## src/rtl/sfq_dfft_array.sv

```systemverilog
// sfq_dfft_array: WIDTH-channel bank of DEPTH-stage SFQ DFF pipelines.
// A shared clock-pulse strobe reads out every channel at the same time.
// Pulses are modelled as one-cycle-high levels on the fabric clock.
// Ports:
//   clk, rst_n  fabric clock; asynchronous active-low reset
//   set         per-channel data pulse (stored in stage 0)
//   clr         per-channel stage-0 clear; only acts when NDRO=1
//   clk_pulse   readout strobe shared by all channels
//   out         per-channel output pulse, high for one cycle
//   err_double  sticky per channel: set arrived while stage 0 was full
//   err_race    one-cycle flag: set/clr coincided with clk_pulse
//   pulse_cnt   saturating count of all output pulses since reset

// One channel: stage shift register, output pulse and double-set flag.
module sfq_dfft_lane #(
    parameter int DEPTH = 2,
    parameter int NDRO  = 0
) (
    input  logic clk,
    input  logic rst_n,
    input  logic set,
    input  logic clr,
    input  logic clk_pulse,
    output logic out_nxt,
    output logic out,
    output logic err_double,
    output logic race
);
    logic [DEPTH-1:0] s, s_nxt;
    logic             clr_eff;
    logic             dbl_hit;

    // clr has no effect in destructive mode
    assign clr_eff = (NDRO != 0) && clr;

    always_comb begin
        s_nxt = s;
        if (clk_pulse) begin
            for (int k = 1; k < DEPTH; k++) s_nxt[k] = s[k-1];
        end
        // Stage 0 priority: clr, then a new pulse, then destructive readout.
        // A set coincident with readout lands after the shift.
        if (clr_eff)                       s_nxt[0] = 1'b0;
        else if (set)                      s_nxt[0] = 1'b1;
        else if (clk_pulse && NDRO == 0)   s_nxt[0] = 1'b0;
    end

    assign out_nxt = clk_pulse & s[DEPTH-1];
    // A set during readout is not a double: the old pulse has already left.
    assign dbl_hit = set & s[0] & ~clk_pulse & ~clr_eff;
    assign race    = clk_pulse & (set | clr_eff);

    always_ff @(posedge clk or negedge rst_n) begin
        if (!rst_n) begin
            s          <= '0;
            out        <= 1'b0;
            err_double <= 1'b0;
        end else begin
            s   <= s_nxt;
            out <= out_nxt;
            if (dbl_hit) err_double <= 1'b1;
        end
    end
endmodule

module sfq_dfft_array #(
    parameter int WIDTH = 4,
    parameter int DEPTH = 2,
    parameter int NDRO  = 0,
    parameter int CNT_W = 8
) (
    input  logic             clk,
    input  logic             rst_n,
    input  logic [WIDTH-1:0] set,
    input  logic [WIDTH-1:0] clr,
    input  logic             clk_pulse,
    output logic [WIDTH-1:0] out,
    output logic [WIDTH-1:0] err_double,
    output logic             err_race,
    output logic [CNT_W-1:0] pulse_cnt
);
    // Sum width large enough to hold count + popcount without overflow
    localparam int SW = CNT_W + $clog2(WIDTH + 1) + 1;
    localparam logic [CNT_W-1:0] CNT_MAX = {CNT_W{1'b1}};

    logic [WIDTH-1:0] out_nxt;
    logic [WIDTH-1:0] race;
    logic [SW-1:0]    pop;
    logic [SW-1:0]    sum;

    for (genvar c = 0; c < WIDTH; c++) begin : g_lane
        sfq_dfft_lane #(.DEPTH(DEPTH), .NDRO(NDRO)) u_lane (
            .clk        (clk),
            .rst_n      (rst_n),
            .set        (set[c]),
            .clr        (clr[c]),
            .clk_pulse  (clk_pulse),
            .out_nxt    (out_nxt[c]),
            .out        (out[c]),
            .err_double (err_double[c]),
            .race       (race[c])
        );
    end

    always_comb begin
        pop = '0;
        for (int c = 0; c < WIDTH; c++) pop = pop + SW'(out_nxt[c]);
        sum = SW'(pulse_cnt) + pop;
    end

    always_ff @(posedge clk or negedge rst_n) begin
        if (!rst_n) begin
            err_race  <= 1'b0;
            pulse_cnt <= '0;
        end else begin
            err_race  <= |race;
            pulse_cnt <= (sum > SW'(CNT_MAX)) ? CNT_MAX : sum[CNT_W-1:0];
        end
    end
endmodule

```

## config.mk

```make
export PLATFORM = sky130hd
export DESIGN_NAME = sfq_dfft_array
export DESIGN_NICKNAME = d
export VERILOG_FILES = /design/src/rtl/sfq_dfft_array.sv
export SDC_FILE = /design/constraint.sdc
export NUM_CORES = 1
export LEC_CHECK = 0
export BUFFER_PORTS_ARGS = -buffer_cell sky130_fd_sc_hd__buf_2
export CORE_AREA = 2 2 64 66
export CTS_CLUSTER_SIZE = 25
export DETAILED_ROUTE_END_ITERATION = 7
export DIE_AREA = 0 0 66 68
export GPL_TIMING_DRIVEN = 0
export PLACE_DENSITY = 0.59
export SYNTH_ARGS = -nofsm -noshare
export SYNTH_HDL_FRONTEND = slang
export SYNTH_SLANG_ARGS = --single-unit
export TNS_END_PERCENT = 1
```

## constraint.sdc

```tcl
create_clock -name clk -period 2.4 [get_ports clk]
set_input_delay 0.6 -clock clk [delete_from_list [all_inputs] [get_ports clk]]
set_output_delay 0.6 -clock clk [all_outputs]
set_load 0.01 [all_outputs]
```

==> impl_metrics.py, run 1 <==
metrics = {
    "die": {
        "core_area_um2": 3860,
        "boundaryPins": 28,
        "start_util_pct": 28.2,
        "dieArea_um2": 4490,
        "die_h_um": 68,
        "die_w_um": 66,
        "rows": 23,
    },
    "drt": {
        "dr.pass1.iters": 2,
        "drt_iter0_drc": 8,
        "postRouteAntennaNets": 0,
        "wirelength_mm": 1.83,
        "via_per_inst": 4.27,
        "drc": 0,
        "vias": 701,
        "wl_per_cell_um": 11.1,
    },
    "synth": {
        "synth_area_per_cell_um2": 12.5,
        "yosys_warnings": 0,
        "syn_area_um2": 1090,
        "synthesis.nets": 102,
        "yosysSeqAreaShare_pct": 57.6,
        "ys_seq_elements": 25,
        "yosysUniqueCellTypes": 26,
        "synthCells": 87,
    },
    "global_routing": {
        "grt_overflow": 0,
        "grtUsageTotal_pct": 9.76,
        "grt_pass1_wl_mm": 3.37,
        "antenna_found_initial": 0,
        "grt_use_met1_pct": 11.5,
        "top_usage_layer": "met2",
        "use_met2_pct": 18.3,
        "met3_usage_pct": 1.48,
        "grt_max_degree": 26,
        "grt_pass1_vias": 778,
    },
    "cells_and_area": {
        "synthToLayoutAreaGrowth_pct": 23.8,
        "nNetsFinal": 130,
        "post-route-util_pct": 34.9,
        "diodes": 0,
        "design_area_um2": 1350,
        "final_layout_size_suffix_gt1_share_pct": 44.7,
    },
    "pwr": {
        "ir_drop_v": 0.000478,
        "power.density_nw_per_um2": 968,
        "leakage_uw": 0.000608,
    },
    "setup_path": {
        "r2r_slack_ns": 0.15,
        "rr_worst_depth": 10,
        "critical_path_cell_count": 11,
        "path_cells": "buf_8, and2_4, fa_1, inv_1, fa_2, inv_2, fa_2, nand2_2, nor2_4, a21oi_1, a31oi_1",
        "r2r-end": "pulse_cnt[6]",
        "r2r-start": "g_lane[2].u_lane.s[1]",
        "worst_path_max_delay_cell": "fa_1",
        "max_stage_delay_ns": 0.50,
        "crit_fanout": 9,
        "critPathMostFrequentCell": "fa_2",
        "crit_path_end_kind": "register",
        "cp_num_buf_inv": 3,
        "cp-start-kind": "primary input",
        "cp-startpoint": "clk_pulse",
        "crit_arrival_ns": 2.47,
        "required_ns": 2.58,
        "cp-endpoint": "pulse_cnt[6]",
        "crit_family": "adder cells",
        "crit_type": "primary input to register",
    },
    "timing": {
        "setup_slack_ns": 0.106,
        "drv_slew": 0,
        "fin_worst_skew_ns": 0.00526,
        "holdWs_ns": 0.317,
        "finalCritPeriodShare_pct": 95.6,
        "maxSlewHeadroom_pct": 63.9,
        "final-hold-violation-count": 0,
        "tightestPinTransition_ns": 0.542,
        "timing.fmax_mhz": 436,
        "setup_viol_count_final": 0,
        "grt_setup_unrepaired": "no",
        "period_needed_ns": 2.29,
    },
    "min_path": {
        "hp-class": "primary input to asynchronous set/reset pin",
    },
    "placement": {
        "port-buffer-count": 22,
        "dp_slack_ns": -0.309,
        "place_area_um2": 1280,
        "gp_congestion": 0.716,
        "dp_hpwl_mm": 1.37,
    },
    "clocking": {
        "numCtsBuffers": 3,
        "cts_root_buffer": "clkbuf_8",
        "cts_sinks": 25,
        "clock_path_buffers": 2,
        "insertion_delay_ns": 0.26,
        "clkSlewWorstSetupHoldPaths_ns": 0.08,
        "h-tree-depth": 1,
        "cts_tree": "yes",
    },
    "run_status": {
        "status": "complete, no violations",
    },
    "run": {
        "cap_violations": 0,
    },
}
worst reg2reg max path: cells and delay by family (launching register included):
family / cells / cell delay, ns
AOI/OAI and AO/OA: 2 / 0.23
DFF: 1 / 0.38
adders and majority gates: 3 / 1.06
and+or+nand+nor: 3 / 0.38
buffers and inverters: 2 / 0.11
Yosys cell counts:
master | count | share of area (%)
o311ai_1 | 1 | 0.81
clkinv_1 | 1 | 0.35
nand4_2 | 1 | 1.2
nand3_1 | 1 | 0.46
o21a_1 | 1 | 0.69
a31oi_1 | 2 | 1.2
o2111ai_1 | 1 | 0.81
ha_1 | 1 | 1.2
buf_4 | 9 | 6.2
a31o_2 | 4 | 3.2
mux2i_1 | 2 | 1.8
nand2b_1 | 1 | 0.58
o21ai_0 | 1 | 0.46
a21o_1 | 4 | 2.8
a21oi_1 | 1 | 0.46
xor2_1 | 2 | 1.6
nor2_2 | 1 | 0.58
and2_1 | 2 | 1.2
nand2_1 | 8 | 2.8
mux2_2 | 4 | 4.1
dfrtp_1 | 25 | 58
inv_1 | 5 | 1.7
fa_1 | 3 | 5.5
nor2_1 | 3 | 1.0
nor2b_1 | 2 | 1.2
nor4_1 | 1 | 0.58
how the worst min path moves through the flow:
stage | from | end | slack [ns]
detailed placement | g_lane[1].u_lane.err_double | g_lane[1].u_lane.err_double | 0.45
global route | rst_n | pulse_cnt[4] | 0.36
global placement | g_lane[0].u_lane.err_double | g_lane[0].u_lane.err_double | 0.45
CTS | rst_n | pulse_cnt[5] | 0.33
finish | rst_n | pulse_cnt[4] | 0.32
floorplan | rst_n | err_race | 0.30
metrics by stage:
stage / TNS (ns) / cells / total power, uW
floorplan: -0.840 / 87 / 889
global placement: -1.63 / 159 / 1020
detailed placement: -1.79 / 159 / 1040
CTS: 0 / 163 / 1310
global route: 0 / 164 / 1420
finish: 0 / 164 / 1300
cell type report:
cell class / instances / area, um^2
fill: 410 / 2510
clock buffer: 4 / 45.0
sequential: 25 / 626
buffer: 9 / 75.1
inverter: 6 / 22.5
timing repair buffer: 23 / 118
tap: 50 / 62.6
multi-input combinational: 47 / 397
logic make-up (layout without fill, tap and decap cells):
| family | after synthesis | after routing | share of synthesized area [%] |
|---|---|---|---|
| adder cells (fa/ha/maj) | 4 | 4 | 6.68 |
| multiplexers | 6 | 6 | 5.99 |
| buffers and inverters | 15 | 42 | 8.29 |
| XOR/XNOR | 2 | 2 | 1.61 |
| flip-flops | 25 | 25 | 57.6 |
| AO/OA/AOI/OAI | 15 | 15 | 10.4 |
| AND/OR/NAND/NOR | 20 | 20 | 9.45 |
registers in the layout, indices dropped and copies added (netlist names):
name	cells
err_race	1
g_lane.u_lane.out	4
pulse_cnt	8
g_lane.u_lane.s	8
g_lane.u_lane.err_double	4
routing by layer:
layer | vias up | part of all wire (%) | wire length, um
met1 | 347 | 43 | 792
met4 | 0 | 0 | 0
met5 | - | 0 | 0
met3 | 0 | 4.3 | 79
li1 | 340 | - | -
met2 | 14 | 52 | 955
power by group:
part	internal [uW]	total, uW	switching [uW]	leakage, uW
Sequential	511	629	118	0.000274
Combinational	215	437	223	0.000310
Clock	118	235	117	0.0000228
Total	844	1300	458	0.000608
placed cells by master (no fill, tap or decap), types with 2 or more instances in the layout:
master and instances:
buf_4 9, inv_1 4, mux2_2 4, xor2_1 2, a31oi_1 2, a31o_2 4
mux2i_1 2, dfrtp_1 25, buf_2 22, fa_2 2, a21o_1 4, clkbuf_8 3
nand2_1 7, nor2_1 3, and2_4 2, nor2b_1 2
timing repair:
action / in CTS / in global routing
gates resized for setup: 2 / 1
hold buffers: 0 / 0
endpoints found under the hold margin: 0 / 0
setup endpoints to repair: 4 / 6
pin swaps: 0 / 3
setup buffers: 0 / 1
No activity file was read; power rests on OpenSTA's default activity.
==> run 2: changes to the inputs <==
--- a/config.mk
+++ b/config.mk
@@ -6,10 +6,10 @@
 export NUM_CORES = 1
 export LEC_CHECK = 0
 export BUFFER_PORTS_ARGS = -buffer_cell sky130_fd_sc_hd__buf_2
-export CORE_AREA = 2 2 64 66
+export CORE_AREA = 2 2 54 77
 export CTS_CLUSTER_SIZE = 25
 export DETAILED_ROUTE_END_ITERATION = 7
-export DIE_AREA = 0 0 66 68
+export DIE_AREA = 0 0 56 79
 export GPL_TIMING_DRIVEN = 0
 export PLACE_DENSITY = 0.59
 export SYNTH_ARGS = -nofsm -noshare
==> impl_metrics.py, run 2 (synthesized netlist as in run 1, its figures left out) <==
metrics = {
    "run_status": {
        "status": "complete, no violations",
    },
    "setup_path": {
        "rr_worst_depth": 10,
        "crit_family": "adder cells",
        "crit_path_end_kind": "register",
        "required_ns": 2.60,
        "crit_fanout": 9,
        "r2r-end": "pulse_cnt[1]",
        "r2r_slack_ns": 0.11,
        "r2r-start": "g_lane[0].u_lane.s[1]",
        "crit_arrival_ns": 2.54,
        "cp-start-kind": "primary input",
        "crit_type": "primary input to register",
        "path_cells": "buf_12, and2_4, fa_1, inv_2, fa_2, inv_2, fa_2, nand2_2, nor2_4, nand4_4, nand2b_1",
        "worst_path_max_delay_cell": "fa_1",
        "max_stage_delay_ns": 0.51,
        "cp_num_buf_inv": 3,
        "critical_path_cell_count": 11,
    },
    "drt": {
        "wirelength_mm": 1.77,
        "via_per_inst": 4.41,
        "postRouteAntennaNets": 0,
        "wl_per_cell_um": 11.2,
        "drc": 0,
        "vias": 693,
        "dr.pass1.iters": 2,
        "drt_iter0_drc": 8,
    },
    "timing": {
        "maxSlewHeadroom_pct": 64.2,
        "tightestPinTransition_ns": 0.536,
        "timing.fmax_mhz": 427,
        "holdWs_ns": 0.314,
        "drv_slew": 0,
        "finalCritPeriodShare_pct": 97.5,
        "period_needed_ns": 2.34,
        "final-hold-violation-count": 0,
        "setup_viol_count_final": 0,
        "fin_worst_skew_ns": 0.00418,
        "grt_setup_unrepaired": "yes",
    },
    "cells_and_area": {
        "diodes": 0,
        "top_regs": "g_lane.u_lane.s: 8 flops, pulse_cnt: 8 flops",
        "synthToLayoutAreaGrowth_pct": 23.8,
        "nNetsFinal": 130,
        "design_area_um2": 1350,
        "mostFrequentLayoutCells": "dfrtp_1 (25), buf_2 (22), buf_4 (9)",
        "fill_cells": 398,
        "final_common_cell": "dfrtp_1",
        "final_layout_size_suffix_gt1_share_pct": 46.5,
    },
    "clocking": {
        "h-tree-depth": 1,
        "cts_root_buffer": "clkbuf_8",
        "clkSlewWorstSetupHoldPaths_ns": 0.08,
        "cts_sinks": 25,
        "insertion_delay_ns": 0.26,
        "cts_hold_buffers": 0,
        "numCtsBuffers": 3,
        "cts_tree": "yes",
        "clock_path_buffers": 2,
    },
    "placement": {
        "place_area_um2": 1270,
        "dp_hpwl_mm": 1.41,
        "gp_congestion": 0.695,
        "port-buffer-count": 22,
    },
    "pwr": {
        "power.density_nw_per_um2": 977,
        "ir_drop_v": 0.000642,
        "leakage_uw": 0.000609,
    },
    "die": {
        "core_area_um2": 3780,
        "rows": 27,
        "dieArea_um2": 4420,
        "start_util_pct": 28.7,
        "die_w_um": 56,
        "boundaryPins": 28,
        "die_h_um": 79,
    },
    "global_routing": {
        "grt_overflow": 0,
        "grtUsageTotal_pct": 9.22,
        "grt_max_degree": 26,
        "grt_pass1_wl_mm": 3.29,
        "grt_pass1_vias": 745,
        "antenna_found_initial": 0,
    },
    "min_path": {
        "hp-class": "primary input to asynchronous set/reset pin",
    },
    "run": {
        "cap_violations": 0,
    },
}
==> run 2: metal layers <==
layer	track usage [%]	vias to the layer above	part of all wire [%]
met5	0	-	0
met4	2.86	0	0.79
met3	1.47	2	5.0
met2	17.1	15	56
met1	10.8	336	38
li1	-	340	-
==> run 2: report_power, final <==
group          internal, uW  leakage (uW)  switching (uW)
logic                   222      0.000311             229
registers               511      0.000274             118
clock network           118     0.0000228             116
total                   851      0.000609             463
==> run 2: worst max path at each step <==
stage                         start      endpoint  slack (ns)
after CTS                 clk_pulse  pulse_cnt[6]        0.01
after floorplan           clk_pulse  pulse_cnt[1]       -0.15
after detailed placement  clk_pulse  pulse_cnt[1]       -0.32
final                     clk_pulse  pulse_cnt[1]        0.06
after global placement    clk_pulse  pulse_cnt[1]       -0.28
after global routing      clk_pulse  pulse_cnt[4]       -0.03
==> run 2: what timing repair did <==
action                                  CTS  global route
pin swaps                                 1             6
endpoints found under the setup margin    5             7
resized for setup                         2             4
buffers inserted                          0             1
==> run 2: cell type report <==
cell class	instances	area (um^2)	share of cell area, %
timing repair buffer	23	118	8.74
inverter	6	22.5	1.67
clock buffer	4	45.0	3.35
multi-input combinational	47	400	29.8
buffer	9	80.1	5.95
tap	43	53.8	4.00
sequential	25	626	46.5
==> run 2: worst register-to-register path: stages, from the launching register on <==
cell,delay [ns]
dfrtp_1,0.38
and2_4,0.16
fa_1,0.51
inv_2,0.04
fa_2,0.34
inv_2,0.06
fa_2,0.23
nand2_2,0.07
nor2_4,0.18
nand4_4,0.14
nand2b_1,0.11
==> run 2: metrics by stage <==
step                power, uW  TNS (ns)  util, %  worst slack (ns)  instances
finish                   1310         0     35.5            0.0595        157
global placement         1020     -1.61     33.5            -0.277        152
global route             1430   -0.0924     35.5           -0.0302        157
CTS                      1310         0     35.1            0.0102        156
detailed placement       1050     -1.98     33.5            -0.317        152
floorplan                 889    -0.840        -            -0.153         87
==> run 3: changes to the inputs <==
--- a/config.mk
+++ b/config.mk
@@ -5,14 +5,16 @@
 export SDC_FILE = /design/constraint.sdc
 export NUM_CORES = 1
 export LEC_CHECK = 0
+export ABC_CLOCK_PERIOD_IN_PS = 2800
 export BUFFER_PORTS_ARGS = -buffer_cell sky130_fd_sc_hd__buf_2
-export CORE_AREA = 2 2 54 77
+export CORE_AREA = 2 2 54 76
 export CTS_CLUSTER_SIZE = 25
 export DETAILED_ROUTE_END_ITERATION = 7
-export DIE_AREA = 0 0 56 79
+export DIE_AREA = 0 0 56 78
 export GPL_TIMING_DRIVEN = 0
 export PLACE_DENSITY = 0.59
 export SYNTH_ARGS = -nofsm -noshare
 export SYNTH_HDL_FRONTEND = slang
+export SYNTH_HIERARCHICAL = 1
 export SYNTH_SLANG_ARGS = --single-unit
 export TNS_END_PERCENT = 1
==> constraint.sdc (replaced) <==
create_clock -name clk -period 2.8 [get_ports clk]
set_input_delay 0.7 -clock clk [delete_from_list [all_inputs] [get_ports clk]]
set_output_delay 0.7 -clock clk [all_outputs]
set_load 0.01 [all_outputs]
==> impl_metrics.py, run 3 <==
metrics = {
    "synth": {
        "yosysTopAreaCellShare_pct": 59.2,
        "synthCells": 84,
        "yosys_warnings": 6,
        "synth_xor_area_share_pct": 1.66,
        "synth-compound-area-share_pct": 10.7,
        "ys_seq_elements": 25,
        "yosysSeqAreaShare_pct": 59.2,
        "synthMuxAreaShare_pct": 6.15,
        "synth_common_cells": "dfrtp_1 (25), inv_1 (9), and2_1 (8)",
        "synth-simple-area-share_pct": 12.3,
        "synth_edf_count": 0,
        "synth_top_family_by_area": "simple AND/OR/NAND/NOR gates",
        "synthesis.nets": 99,
        "synthTopCellsByArea": "dfrtp_1 (59%), fa_1 (5.7%), and2_1 (4.7%), mux2_1 (4.3%), a31o_1 (3.3%)",
        "async_reset_ff_share_pct": 100,
        "synth_area_leader_cell": "dfrtp_1",
        "synth.most_common_cell": "dfrtp_1",
        "synth_fa_ha_area_share_pct": 6.86,
        "yosysUniqueCellTypes": 24,
        "synthFlopType": "dfrtp_1",
        "synth_area_per_cell_um2": 12.6,
        "syn_area_um2": 1060,
    },
    "die": {
        "start_util_pct": 29.0,
        "die_w_um": 56,
        "rows": 26,
        "core_area_um2": 3640,
        "boundaryPins": 28,
        "dieArea_um2": 4370,
        "die_h_um": 78,
    },
    "timing": {
        "period_needed_ns": 2.65,
        "maxSlewHeadroom_pct": 64.5,
        "tightestPinTransition_ns": 0.533,
        "grt_setup_unrepaired": "no",
        "setup_viol_count_final": 0,
        "fin_setup_tns_ns": 0,
        "drv_slew": 0,
        "finalCritPeriodShare_pct": 94.8,
        "final-hold-violation-count": 0,
        "fin_worst_skew_ns": 0.00557,
        "timing.fmax_mhz": 377,
    },
    "cells_and_area": {
        "diodes": 0,
        "final_common_cell": "dfrtp_1",
        "mostFrequentLayoutCells": "dfrtp_1 (25), buf_2 (23), inv_1 (9)",
        "synthToLayoutAreaGrowth_pct": 21.1,
        "register_area_um2": 626,
        "multi_input_area_um2": 407,
        "top_regs": "g_lane.u_lane/s: 8 flops, pulse_cnt: 8 flops",
        "design_area_um2": 1280,
        "fill_cells": 377,
        "nNetsFinal": 127,
        "final_layout_size_suffix_gt1_share_pct": 26.1,
        "fin_cells": 153,
    },
    "global_routing": {
        "grt_max_degree": 26,
        "grt_overflow": 0,
        "antenna_found_initial": 0,
        "grtUsageTotal_pct": 8.89,
        "grt_pass1_vias": 734,
        "grt_pass1_wl_mm": 3.17,
    },
    "pwr": {
        "power_uw": 1080,
        "p_sw_uw": 381,
        "seqPwrFrac_pct": 49.4,
        "power.density_nw_per_um2": 841,
        "ir_drop_v": 0.000490,
        "clock_power_share_pct": 19.3,
        "pwr-share-comb_pct": 31.3,
        "swShare_pct": 35.4,
        "internal_power_uw": 696,
        "leakage_uw": 0.000583,
    },
    "placement": {
        "gp_congestion": 0.745,
        "dp.cells": 149,
        "place_area_um2": 1220,
        "dp_hpwl_mm": 1.38,
        "port-buffer-count": 23,
    },
    "clocking": {
        "cts_hold_buffers": 0,
        "insertion_delay_ns": 0.26,
        "cts_sinks": 25,
        "h-tree-depth": 1,
        "clock_path_buffers": 2,
        "cts_tree": "yes",
        "cts_resized": 0,
        "numCtsBuffers": 3,
        "cts_root_buffer": "clkbuf_8",
        "cts_setup_buffers": 0,
        "clkSlewWorstSetupHoldPaths_ns": 0.09,
    },
    "drt": {
        "via_per_inst": 4.66,
        "wirelength_mm": 1.79,
        "postRouteAntennaNets": 0,
        "drc": 0,
        "wl_per_cell_um": 11.7,
        "dr.pass1.iters": 3,
        "drt_iter0_drc": 19,
        "vias": 713,
    },
    "setup_path": {
        "cp_num_buf_inv": 3,
        "cp-startpoint": "clk_pulse",
        "crit_path_end_kind": "register",
        "path_cells": "buf_2, and2_1, fa_1, inv_1, fa_1, inv_1, fa_1, nand2_1, nor2_2, nand4_4, nand2b_1",
        "r2r-start": "g_lane[0].u_lane/s[1]",
        "critPathMostFrequentCell": "fa_1",
        "r2r_slack_ns": 0.40,
        "max_stage_delay_ns": 0.50,
        "cp-endpoint": "pulse_cnt[1]",
        "worst_path_max_delay_cell": "fa_1",
        "crit_type": "primary input to register",
        "crit_arrival_ns": 2.85,
        "crit_fanout": 16,
        "crit_family": "adder cells",
        "cp-start-kind": "primary input",
        "required_ns": 3.00,
        "rr_worst_depth": 10,
        "critical_path_cell_count": 11,
        "r2r-end": "pulse_cnt[1]",
    },
    "min_path": {
        "hp-class": "primary input to asynchronous set/reset pin",
    },
    "run": {
        "cap_violations": 0,
    },
    "run_status": {
        "status": "complete, no violations",
    },
}
==> run 3: worst min-delay path by stage <==
stage                                      from                           to  slack (ns)  cells past startpoint
floorplan                                 rst_n                     err_race        0.40                      0
global placement    g_lane[1].u_lane/err_double  g_lane[1].u_lane/err_double        0.44                      1
detailed placement  g_lane[3].u_lane/err_double  g_lane[3].u_lane/err_double        0.45                      1
CTS                                       rst_n                 pulse_cnt[6]        0.43                      1
global route                              rst_n                 pulse_cnt[6]        0.45                      1
finish                                    rst_n                 pulse_cnt[7]        0.40                      1
==> run 3: cell families (layout without fill, tap and decap cells) <==
family,after synthesis,after routing
adder cells (fa/ha/maj),4,4
XOR/XNOR,2,2
buffers and inverters,9,36
multiplexers,6,6
flip-flops,25,25
AO/OA/AOI/OAI,15,15
AND/OR/NAND/NOR,23,23
==> run 3: power groups by stage <==
stage | sequential [uW] | combinational [uW] | clock, uW
3_5_place_dp | 532 | 342 | 0
2_1_floorplan | 553 | 190 | 0
6_report | 532 | 337 | 207
5_1_grt | 548 | 379 | 226
3_3_place_gp | 530 | 333 | 0
4_1_cts | 527 | 345 | 216
==> run 3: layout make-up <==
| cell class | instances | share of cell area (%) |
|---|---|---|
| flip-flops and latches | 25 | 48.9 |
| multi-input cells | 50 | 31.8 |
| repair buffers | 23 | 8.99 |
| well taps | 42 | 4.11 |
| clock buffers | 3 | 3.23 |
| inverters | 9 | 2.64 |
| clock inverters | 1 | 0.391 |
==> run 3: routing by layer <==
metal,GRT usage (%),part of all wire [%]
met1,10.2,40
met2,16.0,53
met3,1.67,6.5
met4,3.57,0.45
met5,0,0
==> run 3: through the flow <==
step	util [%]	hold slack [ns]	setup slack [ns]
floorplan	-	0.404	0.256
global placement	33.6	0.442	-0.121
detailed placement	33.6	0.450	-0.181
CTS	34.9	0.427	0.107
global route	35.1	0.453	0.00611
finish	35.1	0.405	0.146
